**src/rtl/fetch_queue.sv**
```systemverilog
// Instruction-fetch stage: owns the fetch PC, drives a 1-cycle-latency instruction
// memory and buffers returned instructions in a small FIFO toward decode.
module fetch_queue #(
    parameter int unsigned        ADDR_W   = 32,
    parameter int unsigned        DATA_W   = 32,
    parameter int unsigned        DEPTH    = 4,
    parameter logic [ADDR_W-1:0]  RESET_PC = ADDR_W'(32'h0000_3000)
) (
    input  logic                         clk,
    input  logic                         reset,
    output logic                         imem_req,
    output logic [ADDR_W-1:0]            imem_addr,
    input  logic [DATA_W-1:0]            imem_rdata,
    input  logic                         redirect,
    input  logic [ADDR_W-1:0]            redirect_pc,
    input  logic                         id_ready,
    output logic                         id_valid,
    output logic [DATA_W-1:0]            id_instr,
    output logic [ADDR_W-1:0]            id_pc,
    output logic [ADDR_W-1:0]            id_pc4,
    output logic [$clog2(DEPTH+1)-1:0]   count
);

    localparam int unsigned CNT_W = $clog2(DEPTH + 1);
    localparam int unsigned PTR_W = $clog2(DEPTH);

    logic [ADDR_W-1:0] fpc_q, fpc_d;
    logic              inflight_q, inflight_d;
    logic [ADDR_W-1:0] inflight_pc_q, inflight_pc_d;
    logic [CNT_W-1:0]  count_q, count_d;
    logic [PTR_W-1:0]  rd_ptr_q, rd_ptr_d;
    logic [PTR_W-1:0]  wr_ptr_q, wr_ptr_d;

    logic [DATA_W-1:0] instr_mem_q [DEPTH];
    logic [ADDR_W-1:0] pc_mem_q    [DEPTH];

    logic              valid_c;
    logic              pop_c;
    logic              push_c;
    logic              issue_c;
    logic [CNT_W:0]    occupancy_c;

    // Handshake, credit check and next-state computation.
    always_comb begin
        valid_c       = !reset && (count_q != '0);
        pop_c         = valid_c && id_ready;
        push_c        = !reset && inflight_q && !redirect;
        occupancy_c   = {1'b0, count_q} + (CNT_W+1)'(inflight_q);
        issue_c       = !reset && !redirect &&
                        ((occupancy_c < (CNT_W+1)'(DEPTH)) || pop_c);

        fpc_d         = fpc_q;
        inflight_d    = issue_c;
        inflight_pc_d = inflight_pc_q;
        count_d       = count_q;
        rd_ptr_d      = rd_ptr_q;
        wr_ptr_d      = wr_ptr_q;

        if (issue_c) begin
            fpc_d         = fpc_q + ADDR_W'(4);
            inflight_pc_d = fpc_q;
        end

        if (redirect) begin
            fpc_d    = {redirect_pc[ADDR_W-1:2], 2'b00};
            count_d  = '0;
            rd_ptr_d = '0;
            wr_ptr_d = '0;
        end else begin
            rd_ptr_d = rd_ptr_q + PTR_W'(pop_c);
            wr_ptr_d = wr_ptr_q + PTR_W'(push_c);
            count_d  = count_q + CNT_W'(push_c) - CNT_W'(pop_c);
        end
    end

    // Control state.
    always_ff @(posedge clk) begin
        if (reset) begin
            fpc_q         <= RESET_PC;
            inflight_q    <= 1'b0;
            inflight_pc_q <= '0;
            count_q       <= '0;
            rd_ptr_q      <= '0;
            wr_ptr_q      <= '0;
        end else begin
            fpc_q         <= fpc_d;
            inflight_q    <= inflight_d;
            inflight_pc_q <= inflight_pc_d;
            count_q       <= count_d;
            rd_ptr_q      <= rd_ptr_d;
            wr_ptr_q      <= wr_ptr_d;
        end
    end

    // FIFO storage; contents need no reset since occupancy gates visibility.
    always_ff @(posedge clk) begin
        if (push_c) begin
            instr_mem_q[wr_ptr_q] <= imem_rdata;
            pc_mem_q[wr_ptr_q]    <= inflight_pc_q;
        end
    end

    // The credit rule must make a push into a full FIFO impossible.
    always_ff @(posedge clk) begin
        if (!reset && push_c && !pop_c) begin
            assert (count_q != CNT_W'(DEPTH))
                else $error("fetch_queue: push into full FIFO");
        end
    end

    always_comb begin
        imem_req  = issue_c;
        imem_addr = fpc_q;
        id_valid  = valid_c;
        id_instr  = valid_c ? instr_mem_q[rd_ptr_q] : '0;
        id_pc     = valid_c ? pc_mem_q[rd_ptr_q] : '0;
        id_pc4    = valid_c ? pc_mem_q[rd_ptr_q] + ADDR_W'(4) : '0;
        count     = reset ? '0 : count_q;
    end

endmodule
```
**config.mk**
```make
export PLATFORM = sky130hd
export DESIGN_NAME = fetch_queue
export DESIGN_NICKNAME = d
export VERILOG_FILES = /design/src/rtl/fetch_queue.sv
export SDC_FILE = /design/constraint.sdc
export NUM_CORES = 1
export LEC_CHECK = 0
export BUFFER_PORTS_ARGS = -buffer_cell sky130_fd_sc_hd__buf_2
export CORE_MARGIN = 2
export CORE_UTILIZATION = 45
export CTS_CLUSTER_SIZE = 20
export DETAILED_ROUTE_END_ITERATION = 12
export HOLD_SLACK_MARGIN = 0.02
export PLACE_DENSITY = 0.75
export SLEW_MARGIN = 20
export SYNTH_ARGS = -nofsm -noshare
export SYNTH_HDL_FRONTEND = slang
export SYNTH_SLANG_ARGS = --single-unit
```
**constraint.sdc**
```tcl
create_clock -name clk -period 8.2 [get_ports clk]
set_input_delay 0.82 -clock clk [delete_from_list [all_inputs] [get_ports clk]]
set_output_delay 0.82 -clock clk [all_outputs]
set_load 0.005 [all_outputs]
```
==> impl_metrics.env <==
export IMPL_status="finished, final reports clean"
export IMPL_fin_crit_ns=4.56
export IMPL_p_seq_share_pct=52.5
export IMPL_min_period_over_period_pct=55.6
export IMPL_start_util_pct=45.4
export IMPL_finalSetupViolations=0
export IMPL_syn_instance_count=916
export IMPL_nets=1174
export IMPL_drive_gt1_share_pct=29.0
export IMPL_synth_area_leaders="edfxtp_1 (56%), dfxtp_1 (10%), mux4_2 (8.9%)"
export IMPL_cts_buffers_inserted=34
export IMPL_fin_tns_setup_ns=0
export IMPL_dieHeight_um=176
export IMPL_worst_pin_slew_ns=1.02
export IMPL_die_w_um=176
export IMPL_cp_max_fo=39
export IMPL_rsz0062_at_grt="no"
export IMPL_post_layout_nonfiller_instances=1514
export IMPL_required_ns=7.38
export IMPL_yosys_most_used_dff="edfxtp_1"
export IMPL_relSlewSlack_pct=32.1
export IMPL_grt_max_degree=72
export IMPL_yosys_warnings=0
export IMPL_route_detailed_drc=0
export IMPL_yosysUniqueCellTypes=60
export IMPL_netlist_area_sq_um=13400
export IMPL_pin_count=201
export IMPL_hold_buffers=0
export IMPL_drtIter0Drc=635
export IMPL_setup_slack_ns=3.64
export IMPL_internal_power_mw=2.67
export IMPL_synthTopCellsByCount="edfxtp_1 (248), nand2_1 (93), dfxtp_1 (68)"
export IMPL_diodes=0
export IMPL_drt_first_pass_iters=5
export IMPL_netSwitchingPower_mw=0.707
export IMPL_first_global_vias=8093
export IMPL_cts_root_buf="clkbuf_16"
export IMPL_cts_resized=0
export IMPL_gp_congestion=0.860
export IMPL_async_flop_share_pct=0
export IMPL_dpl_hpwl_um=18300
export IMPL_sw_frac_of_total_pct=20.9
export IMPL_grt_use_total_pct=18.5
export IMPL_area_delta_synth_final_pct=17.8
export IMPL_cp_end_kind="output port"
export IMPL_wirelength_um=28900
export IMPL_timing_worst_setup_path_type="flip-flop to output port"
export IMPL_num_vias=8241
export IMPL_startpoint_type="flip-flop"
export IMPL_skew_ns=0.0175
export IMPL_dp_cells=1454
export IMPL_cts_max_path_buffers=3
export IMPL_hold_path_class="input port to flip-flop"
export IMPL_hold_viol_final=0
export IMPL_drv_slew=0
export IMPL_fmax_ghz=0.219
export IMPL_core_area_sq_um=29500
export IMPL_clkPwrFrac_pct=44.3
export IMPL_cellLeakagePower_nw=5.84
export IMPL_synth_top_cell_by_area="edfxtp_1"
export IMPL_worstPathArrival_ns=3.74
export IMPL_grt_ovfl_total=0
export IMPL_post_cts_setup_buffers=0
export IMPL_syn_avg_cell_area_sq_um=14.6
export IMPL_avgViaCountPerCell=5.44
export IMPL_p_comb_share_pct=3.2
export IMPL_yosys_cell_count_top_type="edfxtp_1"
export IMPL_p_per_area_nw_per_um2=215
export IMPL_ant_nets=0
export IMPL_wire_per_inst_um=19.1
export IMPL_yosysTopAreaCellShare_pct=55.7
export IMPL_placementRows=63
export IMPL_grt_pass1_wl_um=44400
export IMPL_cts_tree="built"
export IMPL_die_area_sq_um=31100
export IMPL_port_buffers=192
export IMPL_yosysSeqAreaShare_pct=65.9
export IMPL_clock_latency_ns=0.52
export IMPL_ys_ff_latch=316
export IMPL_place_ws_ns=3.84
export IMPL_grt_antenna_before_repair=0
export IMPL_clk_pin_slew_ns=0.06
export IMPL_cts_max_level=2
export IMPL_drv_cap=0
export IMPL_clock_sinks=316
export IMPL_synth_edf_count=248
export IMPL_ir_worst_vdd_uv=132
-- cell families (layout without fill, tap and decap cells) --
| kind of cell | count (synthesis) | count (layout) | synth area share [%] |
|---|---|---|---|
| flops | 316 | 316 | 65.9 |
| other cells | 1 | 6 | 0.0280 |
| mux | 71 | 71 | 11.3 |
| fa+ha+maj | 6 | 6 | 0.618 |
| simple gates | 347 | 347 | 13.6 |
| compound gates | 64 | 64 | 3.13 |
| xor+xnor | 43 | 43 | 2.82 |
| buf+inv | 68 | 271 | 2.59 |
-- layer usage --
metal	share of wire [%]	global-route usage [%]	up-vias
met2	47	29.5	308
met4	2.2	5.75	0
met5	0	0	-
met1	44	25.9	4074
met3	6.8	3.38	44
li1	-	-	3815
-- flip-flops by register name, indices dropped and copies added, names as in the netlist --
signal / cells
wr_ptr_q: 2
inflight_q: 1
instr_mem_q: 128
inflight_pc_q: 30
pc_mem_q: 120
count_q: 3
rd_ptr_q: 2
imem_addr: 30
-- layout make-up --
type                            count  area [sq um]
Fill cell                        2426         13700
Inverter                            9          33.8
Multi-Input combinational cell    537          4260
Clock inverter                     17           190
Sequential cell                   316          8810
Clock buffer                       43           926
Tap cell                          390           488
Timing Repair Buffer              202          1040
-- worst paths after layout --
kind | startpoint | end | slack, ns | depth (start not counted)
setup / recovery | rd_ptr_q[0]$_SDFF_PN0_ | id_pc4[21] | 3.64 | 8
hold / removal | redirect_pc[12] | imem_addr[12]$_SDFFE_PP1P_ | 0.51 | 3
setup reg to reg | imem_addr[2]$_SDFFE_PP0P_ | imem_addr[30]$_SDFFE_PP0P_ | 5.60 | 7
hold reg to reg | inflight_pc_q[8]$_SDFFE_PP0P_ | pc_mem_q[1][8]$_DFFE_PP_ | 0.51 | 0
-- per-stage QoR --
stage	hold WS, ns	cell area (sq um)	power (mW)	utilization [%]
detailed placement	0.497	14600	1.91	49.6
CTS	0.490	15700	3.41	53.4
floorplan	0.460	13400	1.86	-
global placement	0.476	14600	1.91	49.6
finish	0.510	15700	3.38	53.4
global route	0.510	15700	3.48	53.4
-- power by group through the flow --
| stage | sequential [mW] | combinational, mW | clock [mW] |
|---|---|---|---|
| finish | 1.77 | 0.107 | 1.50 |
| global route | 1.78 | 0.119 | 1.59 |
| CTS | 1.77 | 0.108 | 1.53 |
| detailed placement | 1.81 | 0.107 | 0 |
| global placement | 1.81 | 0.104 | 0 |
| floorplan | 1.80 | 0.0604 | 0 |
-- cell usage in the layout (no fill, tap or decap), types with 9 or more instances in the layout --
master / count
nor2_1: 63
clkbuf_16: 35
nand3_1: 23
a21oi_1: 21
edfxtp_1: 248
nand3b_1: 28
nor3_1: 10
xnor2_1: 17
buf_4: 10
buf_2: 192
and2_1: 67
mux4_2: 53
dfxtp_1: 66
inv_1: 9
nand2_1: 93
nand4_1: 22
xor2_1: 26
-- worst max-delay path, cell delays in order (launching register included) --
cell and delay (ns):
dfxtp_4 0.86, buf_4 0.58, mux4_1 0.70, and4_1 0.31, and4_4 0.25, nand4_1 0.12
xor2_1 0.17, nor2_1 0.06, buf_2 0.16
Note: power is estimated with default switching activity, not from simulation.
